===== src/rtl/ps2_host_tx.sv =====
// PS/2 host-to-device command transmitter: inhibit, request-to-send, 11-bit frame, device ACK.
// Optional automatic retry on NACK/timeout is enabled by defining PS2_TX_RETRY_EN.
module ps2_host_tx #(
  parameter int INHIBIT_CYCLES = 5000,
  parameter int SETUP_CYCLES   = 50,
  parameter int TIMEOUT_CYCLES = 750000,
  parameter int RETRIES        = 2
) (
  input  logic       clk,
  input  logic       rst,
  input  logic [7:0] tx_data,
  input  logic       tx_valid,
  output logic       tx_ready,
  output logic       busy,
  output logic       tx_done,
  output logic       tx_err,
  input  logic       PS2_CLOCK_IN,
  input  logic       PS2_DATA_IN,
  output logic       PS2_CLOCK_OE,
  output logic       PS2_DATA_OE
);

  localparam int CNT_MAX0 = (INHIBIT_CYCLES > SETUP_CYCLES) ? INHIBIT_CYCLES : SETUP_CYCLES;
  localparam int CNT_MAX  = (CNT_MAX0 > TIMEOUT_CYCLES) ? CNT_MAX0 : TIMEOUT_CYCLES;
  localparam int CW       = $clog2(CNT_MAX + 1);
  localparam logic [CW-1:0] INH_LAST = CW'(INHIBIT_CYCLES - 1);
  localparam logic [CW-1:0] SET_LAST = CW'(SETUP_CYCLES - 1);
  localparam logic [CW-1:0] TO_LAST  = CW'(TIMEOUT_CYCLES - 1);

  typedef enum logic [2:0] {IDLE, INHIBIT, RTS, SEND, ACK, WAITIDLE, RELEASE} state_t;

  state_t          state;
  logic [CW-1:0]   cnt;
  logic [3:0]      bit_cnt;
  logic [10:0]     frame_q;
  logic            clk_p0, clk_p1, clk_p2;
  logic            dat_p0, dat_p1;
  logic            accept, fall, to_hit, line_idle, fail;

`ifdef PS2_TX_RETRY_EN
  localparam int AW = $clog2(RETRIES + 2);
  logic [AW-1:0]   att;
  logic [7:0]      byte_q;
`endif

  // start(0), D0..D7, odd parity, stop(1); bit 0 goes out first
  function automatic logic [10:0] frame_of(input logic [7:0] d);
    return {1'b1, ~^d, d, 1'b0};
  endfunction

  // Stage p0/p1: pin synchronisers; p2 keeps the previous synced clock for edge detect
  always_ff @(posedge clk or posedge rst) begin
    if (rst) begin
      clk_p0 <= 1'b1;
      clk_p1 <= 1'b1;
      clk_p2 <= 1'b1;
      dat_p0 <= 1'b1;
      dat_p1 <= 1'b1;
    end else begin
      clk_p0 <= PS2_CLOCK_IN;
      clk_p1 <= clk_p0;
      clk_p2 <= clk_p1;
      dat_p0 <= PS2_DATA_IN;
      dat_p1 <= dat_p0;
    end
  end

  always_comb begin
    accept    = (state == IDLE) && tx_valid && tx_ready;
    fall      = clk_p2 & ~clk_p1;
    to_hit    = ((state == SEND) || (state == ACK) || (state == WAITIDLE)) && (cnt == TO_LAST);
    line_idle = (state == WAITIDLE) && clk_p1 && dat_p1;
    fail      = !line_idle && (to_hit || ((state == ACK) && fall && dat_p1));
  end

  always_ff @(posedge clk) begin
    if (accept)
      frame_q <= frame_of(tx_data);
`ifdef PS2_TX_RETRY_EN
    else if (state == RELEASE)
      frame_q <= frame_of(byte_q);
`endif
    else if ((state == SEND) && fall && !fail)
      frame_q <= {1'b1, frame_q[10:1]};
`ifdef PS2_TX_RETRY_EN
    if (accept)
      byte_q <= tx_data;
`endif
  end

  always_ff @(posedge clk or posedge rst) begin
    if (rst) begin
      state        <= IDLE;
      tx_ready     <= 1'b1;
      busy         <= 1'b0;
      tx_done      <= 1'b0;
      tx_err       <= 1'b0;
      PS2_CLOCK_OE <= 1'b0;
      PS2_DATA_OE  <= 1'b0;
      cnt          <= '0;
      bit_cnt      <= '0;
`ifdef PS2_TX_RETRY_EN
      att          <= '0;
`endif
    end else begin
      tx_done <= 1'b0;
      tx_err  <= 1'b0;
      if (line_idle) begin
        state    <= IDLE;
        tx_done  <= 1'b1;
        busy     <= 1'b0;
        tx_ready <= 1'b1;
        cnt      <= '0;
`ifdef PS2_TX_RETRY_EN
        att      <= '0;
`endif
      end else if (fail) begin
        PS2_CLOCK_OE <= 1'b0;
        PS2_DATA_OE  <= 1'b0;
        cnt          <= '0;
`ifdef PS2_TX_RETRY_EN
        if (att < AW'(RETRIES)) begin
          att   <= att + 1'b1;
          state <= RELEASE;
        end else begin
          att      <= '0;
          state    <= IDLE;
          tx_err   <= 1'b1;
          busy     <= 1'b0;
          tx_ready <= 1'b1;
        end
`else
        state    <= IDLE;
        tx_err   <= 1'b1;
        busy     <= 1'b0;
        tx_ready <= 1'b1;
`endif
      end else begin
        case (state)
          IDLE: if (accept) begin
            state        <= INHIBIT;
            tx_ready     <= 1'b0;
            busy         <= 1'b1;
            PS2_CLOCK_OE <= 1'b1;
            PS2_DATA_OE  <= 1'b0;
            cnt          <= '0;
          end
          INHIBIT: if (cnt == INH_LAST) begin
            state       <= RTS;
            PS2_DATA_OE <= ~frame_q[0];
            cnt         <= '0;
          end else begin
            cnt <= cnt + 1'b1;
          end
          RTS: if (cnt == SET_LAST) begin
            state        <= SEND;
            PS2_CLOCK_OE <= 1'b0;
            cnt          <= '0;
            bit_cnt      <= '0;
          end else begin
            cnt <= cnt + 1'b1;
          end
          SEND: begin
            cnt <= cnt + 1'b1;
            if (fall) begin
              PS2_DATA_OE <= ~frame_q[1];
              bit_cnt     <= bit_cnt + 1'b1;
              if (bit_cnt == 4'd9) state <= ACK;
            end
          end
          ACK: begin
            cnt <= cnt + 1'b1;
            if (fall) state <= WAITIDLE;
          end
          WAITIDLE: cnt <= cnt + 1'b1;
`ifdef PS2_TX_RETRY_EN
          RELEASE: begin
            state        <= INHIBIT;
            PS2_CLOCK_OE <= 1'b1;
            cnt          <= '0;
          end
`endif
          default: state <= IDLE;
        endcase
      end
    end
  end

endmodule

===== config.mk =====
export PLATFORM = sky130hd
export DESIGN_NAME = ps2_host_tx
export DESIGN_NICKNAME = d
export VERILOG_FILES = /design/src/rtl/ps2_host_tx.sv
export SDC_FILE = /design/constraint.sdc
export NUM_CORES = 1
export LEC_CHECK = 0
export BUFFER_PORTS_ARGS = -buffer_cell sky130_fd_sc_hd__buf_2
export CAP_MARGIN = 20
export CORE_MARGIN = 8
export CORE_UTILIZATION = 60
export CTS_CLUSTER_DIAMETER = 80
export DETAILED_ROUTE_END_ITERATION = 16
export PLACE_DENSITY = 0.79
export SLEW_MARGIN = 15
export SYNTH_ARGS = -nofsm -noshare
export SYNTH_HDL_FRONTEND = slang
export SYNTH_SLANG_ARGS = --single-unit

===== constraint.sdc =====
create_clock -name clk -period 2.6 [get_ports clk]
set_input_delay 0.13 -clock clk [delete_from_list [all_inputs] [get_ports clk]]
set_output_delay 0.13 -clock clk [all_outputs]
set_load 0.02 [all_outputs]

# [Yosys cells after proc, flatten, opt, wreduce, memory -nomap -nowiden]
# Cells that the tools add are included.
# Widths: inputs -> output; s select.
[totals] ff_bits=48 wordCells=115 input_bits=13
[op_classes] n_bitwise=6 n_eq_ne=22 reduce_logical=31 n_mux=38 add_sub_neg=2
[op_table] operator="$mux 20" count=5
[op_table] operator="$pmux 20 s4" count=1
[op_table] operator="$mux 3" count=8
[op_table] operator="$add 20x1->20 const B" count=1
[op_table] operator="$eq 20x13->1 const B" count=1
[op_table] operator="$eq 20x20->1 const B" count=1
[op_table] operator="$eq 20x6->1 const B" count=1
[op_table] operator="$mux 10" count=2
[op_table] operator="$ne 4x4->1 const B" count=5
[op_table] operator="$pmux 3 s6" count=1
[op_table] operator="$mux 1" count=16
[op_table] operator="$ne 3x3->1 const B" count=5
[op_table] operator="$logic_and 1x1->1" count=10
[op_table] operator="$reduce_and 5->1" count=2
[op_table] operator="$reduce_bool 3->1" count=3
[op_table] operator="$mux 4" count=2
[op_table] operator="$pmux 4 s2" count=1
[op_table] operator="$reduce_xnor 8->1" count=1
[op_table] operator="$reduce_and 7->1" count=1
[op_table] operator="$eq 3x2->1 const B" count=2
[op_table] operator="$eq 3x3->1 const B" count=2
[op_table] operator="$reduce_bool 6->1" count=1
[op_table] operator="$not 1->1" count=5
[op_table] operator="$add 4x1->4 const B" count=1
[op_table] operator="other kinds (15)" count=21

# [Depth between registers and ports, before layout]
# Gate-level depths: netlist of run 1.
[logic_depth] word_depth=10 ltp_mapped=9 mapped_depth_nobuf=8

# [Worst setup path after synthesis of run 1]
# Ideal clock, no wire load.
[synth_timing] kind="register to register" start="reg cnt[1]" end="reg cnt[8]" path_slack_ns=0.268 t_required_ns=2.479 stages_incl_launch_ff=9 arrival_ns=2.211 period_less_slack_ns=2.332 path_cell_list="dfrtp_1 inv_1 ha_1 or4b_1 or4_4 o21ai_4 nand4_4 a31o_1 a22o_1"
[synth_via] elab_chain_len=6 elab_cells_between_ends=15 cone_classes="add/sub (1); eq/ne (4); mux (5); reduce/logical (5)"
[synth_lines] element="start: declaration" line="33" source="logic [CW-1:0] cnt;"
[synth_lines] element="start signal: assignment" line="153" source="cnt <= cnt + 1'b1;"
[synth_lines] element="start signal: assignment" line="161" source="cnt <= cnt + 1'b1;"
[synth_lines] element="start signal: assignment" line="164" source="cnt <= cnt + 1'b1;"
[synth_lines] element="parallel branches: the longest is 6 deep, another holds $add 20x1->20"
# Several ways; the timed one is not identified.
# A chain may end at the register's enable or synchronous reset.

# [Final worst setup path of run 1]
[layout_timing] start="reg cnt[1]" end="reg cnt[3]"
# Same word-level chain as after synthesis.

==> summary.txt, run 1 <==
Floorplanning
  – Row count: 24
  – CORE AREA: 0.00423 mm2
  – Initial Util: 60.9%
  – Ports: 19
  – Die width: 81.6 um
  – Die outline height: 81.6 um
  – Full die area: 0.00665 mm2

Drt
  – Drt wl/cell: 16.5 um
  – DR vias/cell: 6.06
  – Via Count: 2047
  – DRT Pass-1 Iters: 4
  – Drt total wl: 5570 um
  – Post-route ant nets: 0
  – Residual DRC count: 0
  – Initial DRC count: 147

Min path
  – Hold_sp: tx_data[5]
  – Worst Hold Class: in -> reg
  – WHS Path Cells: 2

Synth
  – Most common cell in the netlist: dfrtp_1
  – Mapped Nets: 271
  – Post-Synthesis Cells: 254
  – Post-synth top area cell: dfrtp_1
  – Post-synthesis cell area: 0.00258 mm2
  – Synth area leaders: dfrtp_1 31%, edfxtp_1 10%, dfstp_2 6.1%
  – Register bit total from synthesis: 48
  – Post-synth EDFFs: 9
  – Synth unique cells: 55
  – Predominant post-synthesis flop cell: dfrtp_1
  – Yosys warns: 0
  – Commonest cells post-synth: 32 x dfrtp_1, 27 x nor2_1, 26 x nand2_1
  – Post-synthesis average cell area: 10.2 um2
  – Synth top area share: 31.0%
  – Async S/R FF share, synth: 79.2%
  – Post-synthesis sequential area ratio: 48.4%

STA
  – Minimum clock period: 2.48 ns
  – Unrepaired setup endpoints after global routing: false
  – Number of setup violations in the final report: 0
  – Max-Slew Margin vs Limit: 55.3%
  – Count of pins over their slew limit: 0
  – Tightest Pin Transition: 0.669 ns
  – Count of final hold-check violations: 0
  – Final Worst Setup Slack: 0.120 ns
  – Top achievable clock speed: 403 MHz
  – Layout Skew: 0.00565 ns
  – Tcrit/Tclk final: 95.4%
  – Sum Neg Setup Slack: 0 ns

Run
  – MaxCap Viol Count: 0

Pwr
  – Pwr Density: 449 mW/mm2
  – Leakage power: 1.30 nW
  – Worst vdd ir: 332 uV

Clocking
  – Worst-skew pair later-pin latency: 0.30 ns
  – Setup Fix Bufs, Post-CTS: 0
  – Root Driver: clkbuf_8
  – CTS buffer count: 5
  – Clk sinks: 48
  – # H-tree levels: 2
  – CTS tree: built
  – CTS Buffer Depth: 2
  – Clk slew on worst S/H paths: 0.08 ns

Layout
  – Nets: 302
  – Share of cells above drive strength 1: 18.9%
  – Final instance area: 0.00292 mm2
  – Synthesis-to-layout area growth: 13.2%
  – # diodes: 0

Setup path
  – CP Max Fanout: 6
  – RR Startpoint: cnt[1]
  – Setup CP Type: reg -> reg
  – CP startpoint: cnt[1]
  – Critical path endpoint category: flip-flop
  – R2R depth: 8
  – Worst path arrival time: 2.61 ns
  – CP Launch Type: flip-flop
  – Critical Path RT: 2.73 ns

Placement
  – Pre-CTS setup slack: 0.159 ns
  – Placed Area: 0.00279 mm2
  – Final HPWL DP: 4040 um
  – I/O Buffers: 18
  – Gpl congestion: 0.886

Global route
  – Overflow after GRT: 0
  – First-pass GRT wire length: 9470 um
  – Antenna violations before repair: 0
  – Gr usage total: 18.1%
  – Largest net degree at the start of global routing: 39
  – Vias in the first global route: 1997

Status
  – Status: finished clean
[report_power, final]
group	internal, mW	switching [mW]	total, mW
sequential	0.770	0.00280	0.773
combinational	0.0236	0.0277	0.0513
clock	0.246	0.243	0.489
total	1.04	0.274	1.31
[kinds of logic after synthesis]
logic type      count (synthesis)  share of synthesized area [%]
mux                             2                          0.824
xor+xnor                       16                           5.43
simple gates                  109                           23.0
fa+ha+maj                       4                           1.94
buf+inv                        16                           2.72
flops                          48                           48.4
compound gates                 59                           17.7
[cell type report]
type                    instances  area (um2)
flip-flops and latches         48        1250
clock inverters                 2        12.5
inverters                       6        22.5
multi-input cells             190        1260
clock buffers                   6        93.8
well taps                      52        65.1
repair buffers                 34         218
fillers                       331        1310
[path summary, 6_finish.rpt]
check | endpoint | slack [ns]
worst max-delay path | cnt[3] | 0.12
worst min-delay path | frame_q[6] | 0.15
worst max register to register | cnt[3] | 0.12
worst min register to register | dat_p1 | 0.36
max in group asynchronous | tx_ready | 1.77
min in group asynchronous | cnt[17] | 0.47
[timing repair]
item / 4_1_cts / 5_1_grt
gates resized for setup: 0 / 0
hold buffers: 3 / 0
endpoints found under the setup margin: 0 / 0
hold endpoints to repair: 34 / 0
[state kept, by name, indices dropped and copies added, names as in the netlist, 3 cells and up]
name     count
bit_cnt      4
frame_q     10
cnt         20
state        3
[per-stage QoR]
stage	util [%]	total power, mW	cells	hold WS, ns
finish	69.0	1.31	338	0.148
global route	69.0	1.36	338	0.149
CTS	69.0	1.33	338	0.143
detailed placement	65.8	0.836	327	0.237
global placement	65.8	0.834	327	0.236
floorplan	-	0.816	254	0.134
[layout by cell type (no fill, tap or decap), drive strengths merged, types with 6 or more instances in the layout]
master	count
edfxtp	9
a22o	11
nor2	27
nand2	26
a21oi	7
nand4	7
nand3	13
dfstp	6
xnor2	9
nor3	6
xor2	7
dfrtp	32
clkbuf	6
o21ai	12
inv	6
buf	31
[worst max-delay path, cell delays in order, from the launching register on]
cell and delay, ns:
dfrtp_1 0.41, inv_1 0.08, ha_1 0.13, or4b_1 0.42, or4_4 0.52, o21ai_4 0.17
nand4_4 0.17, nor2_1 0.29, a311oi_1 0.12
[routing by layer]
metal	vias up	global-route usage [%]	part of all wire [%]	wire length (um)
li1	997	-	-	-
met1	985	22.4	44	2450
met2	57	30.3	49	2740
met3	8	4.16	5.7	317
met4	0	6.67	1.1	63
met5	-	0	0	0
(Power assumes the default switching activity.)
==> run 2, diff against run 1 <==
--- a/config.mk
+++ b/config.mk
@@ -11,7 +11,7 @@
 export CORE_UTILIZATION = 60
 export CTS_CLUSTER_DIAMETER = 80
 export DETAILED_ROUTE_END_ITERATION = 16
-export PLACE_DENSITY = 0.79
+export PLACE_DENSITY = 0.82
 export SLEW_MARGIN = 15
 export SYNTH_ARGS = -nofsm -noshare
 export SYNTH_HDL_FRONTEND = slang
==> run 2 against run 1 <==
  * Critical path depth unchanged
  * Clock skew increased by 0.0043 ns
  * Cell area increased by 1.5%
  * Count of clock-buffer cells in the layout unchanged
  * Combinational power increased by 11%
  * Via count increased by 1.3%
==> summary.txt, run 2 (synthesis results as in run 1) <==
STA
  – Max-Slew Margin vs Limit: 53.1%
  – Sum Neg Setup Slack: 0 ns
  – Count of final hold-check violations: 0
  – Layout Skew: 0.00995 ns
  – Unrepaired setup endpoints after global routing: false
  – Final Worst Setup Slack: 0.125 ns
  – Minimum clock period: 2.48 ns
  – Tightest Pin Transition: 0.704 ns
  – Number of setup violations in the final report: 0
  – Count of pins over their slew limit: 0
  – Tcrit/Tclk final: 95.2%
  – Top achievable clock speed: 404 MHz

Clocking
  – CTS tree: built
  – CTS Buffer Depth: 2
  – Root Driver: clkbuf_8
  – Worst-skew pair later-pin latency: 0.30 ns
  – CTS buffer count: 5
  – Clk slew on worst S/H paths: 0.09 ns
  – Clk sinks: 48
  – Number of gates resized after CTS: 0
  – # H-tree levels: 2

Min path
  – Worst Hold Class: in -> reg
  – Hold_sp: tx_data[5]

Floorplanning
  – Initial Util: 60.9%
  – Full die area: 0.00665 mm2
  – Die outline height: 81.6 um
  – Ports: 19
  – CORE AREA: 0.00423 mm2
  – Row count: 24
  – Die width: 81.6 um

Drt
  – Residual DRC count: 0
  – Via Count: 2074
  – Drt total wl: 5730 um
  – DR vias/cell: 6.08
  – DRT Pass-1 Iters: 4
  – Initial DRC count: 148
  – Drt wl/cell: 16.8 um
  – Post-route ant nets: 0

Layout
  – Nets: 305
  – Synthesis-to-layout area growth: 14.9%
  – Commonest non-fill, non-tap cell in the layout: dfrtp_1
  – Share of cells above drive strength 1: 19.4%
  – # diodes: 0
  – FILL cells: 311
  – Most flops, register: cnt
  – Max reg flops: 20
  – Regs by FF count: cnt: 20 flops, frame_q: 10 flops, bit_cnt: 4 flops
  – Most frequent cells in the layout: 32 x dfrtp_1, 27 x nor2_1, 26 x nand2_1
  – Final Non-Filler Cells: 341

Run
  – MaxCap Viol Count: 0

Pwr
  – Pint: 1.08 mW
  – Total power: 1.36 mW
  – Sw Pwr: 0.271 mW
  – Switching Share: 20.0%
  – Clk network pwr share: 38.8%
  – Share of power burned in registers: 57.0%
  – Gate power share: 4.2%
  – Worst vdd ir: 396 uV
  – Leakage power: 1.33 nW
  – Pwr Density: 457 mW/mm2

Setup path
  – CP Launch Type: flip-flop
  – Critical path endpoint category: flip-flop
  – Critical Path RT: 2.79 ns
  – CP startpoint: cnt[1]
  – CP Max Fanout: 6
  – Reg2reg setup slack: 0.12 ns
  – Worst path arrival time: 2.67 ns
  – Setup CP Type: reg -> reg
  – RR Startpoint: cnt[1]

Placement
  – Gpl congestion: 0.867
  – Final HPWL DP: 4220 um
  – I/O Buffers: 18
  – Placed cell count: 329
  – Pre-CTS setup slack: 0.142 ns

Status
  – Status: finished clean

Global route
  – Largest net degree at the start of global routing: 28
  – Vias in the first global route: 2009
  – Antenna violations before repair: 0
  – First-pass GRT wire length: 9570 um
  – Gr usage total: 18.4%
  – Overflow after GRT: 0
-- run 2: metrics by stage --
| stage | utilization (%) | hold WS [ns] | cell area [um2] |
|---|---|---|---|
| 2_1_floorplan | - | 0.134 | 2580 |
| 3_3_place_gp | 66.1 | 0.237 | 2800 |
| 3_5_place_dp | 66.1 | 0.239 | 2800 |
| 4_1_cts | 69.1 | 0.102 | 2930 |
| 5_1_grt | 70.0 | 0.142 | 2970 |
| 6_report | 70.0 | 0.136 | 2970 |
-- run 2: power by group through the flow --
stage	sequential [mW]	combinational (mW)	clock (mW)
final	0.773	0.0567	0.526
after global routing	0.773	0.0634	0.559
after CTS	0.773	0.0516	0.531
after global placement	0.787	0.0487	0
after floorplan	0.787	0.0287	0
after detailed placement	0.788	0.0488	0
-- run 2: area by class of cell --
type                       instances  area [um2]  share of cell area (%)
clock buffer                       6        72.6                    2.45
clock inverter                     2        35.0                    1.18
inverter                           6        22.5                   0.759
multi-input combinational        190        1260                    42.5
sequential                        48        1250                    42.1
tap                               52        65.1                    2.19
timing repair buffer              37         260                    8.78
-- run 2: path summary, 6_finish.rpt --
kind | cells past startpoint | end
max in group asynchronous | 5 | cnt[18]
min reg2reg | 0 | clk_p1
min in group asynchronous | 3 | tx_done
max reg2reg | 8 | cnt[8]
min | 2 | frame_q[6]
max | 8 | cnt[8]
-- run 2: timing repair --
action	CTS	global route
hold endpoints to repair	2	6
buffers inserted	0	0
hold buffers	2	1
-- run 2: layer usage --
layer  vias to the layer above  routed length [um]  track usage, %
met5                         -                   0               0
met4                         0                  55            6.49
met3                         4                 213            4.05
met2                        42                2880            30.1
met1                      1030                2580            23.5
li1                        998                   -               -
-- run 2: critical path, stage by stage, from the launching register on --
cell and delay (ns):
dfrtp_1 0.42, inv_1 0.09, ha_1 0.13, or4b_1 0.43, or4_4 0.52, o21ai_4 0.18, nand4_4 0.18, a31o_1 0.25
a22o_1 0.17
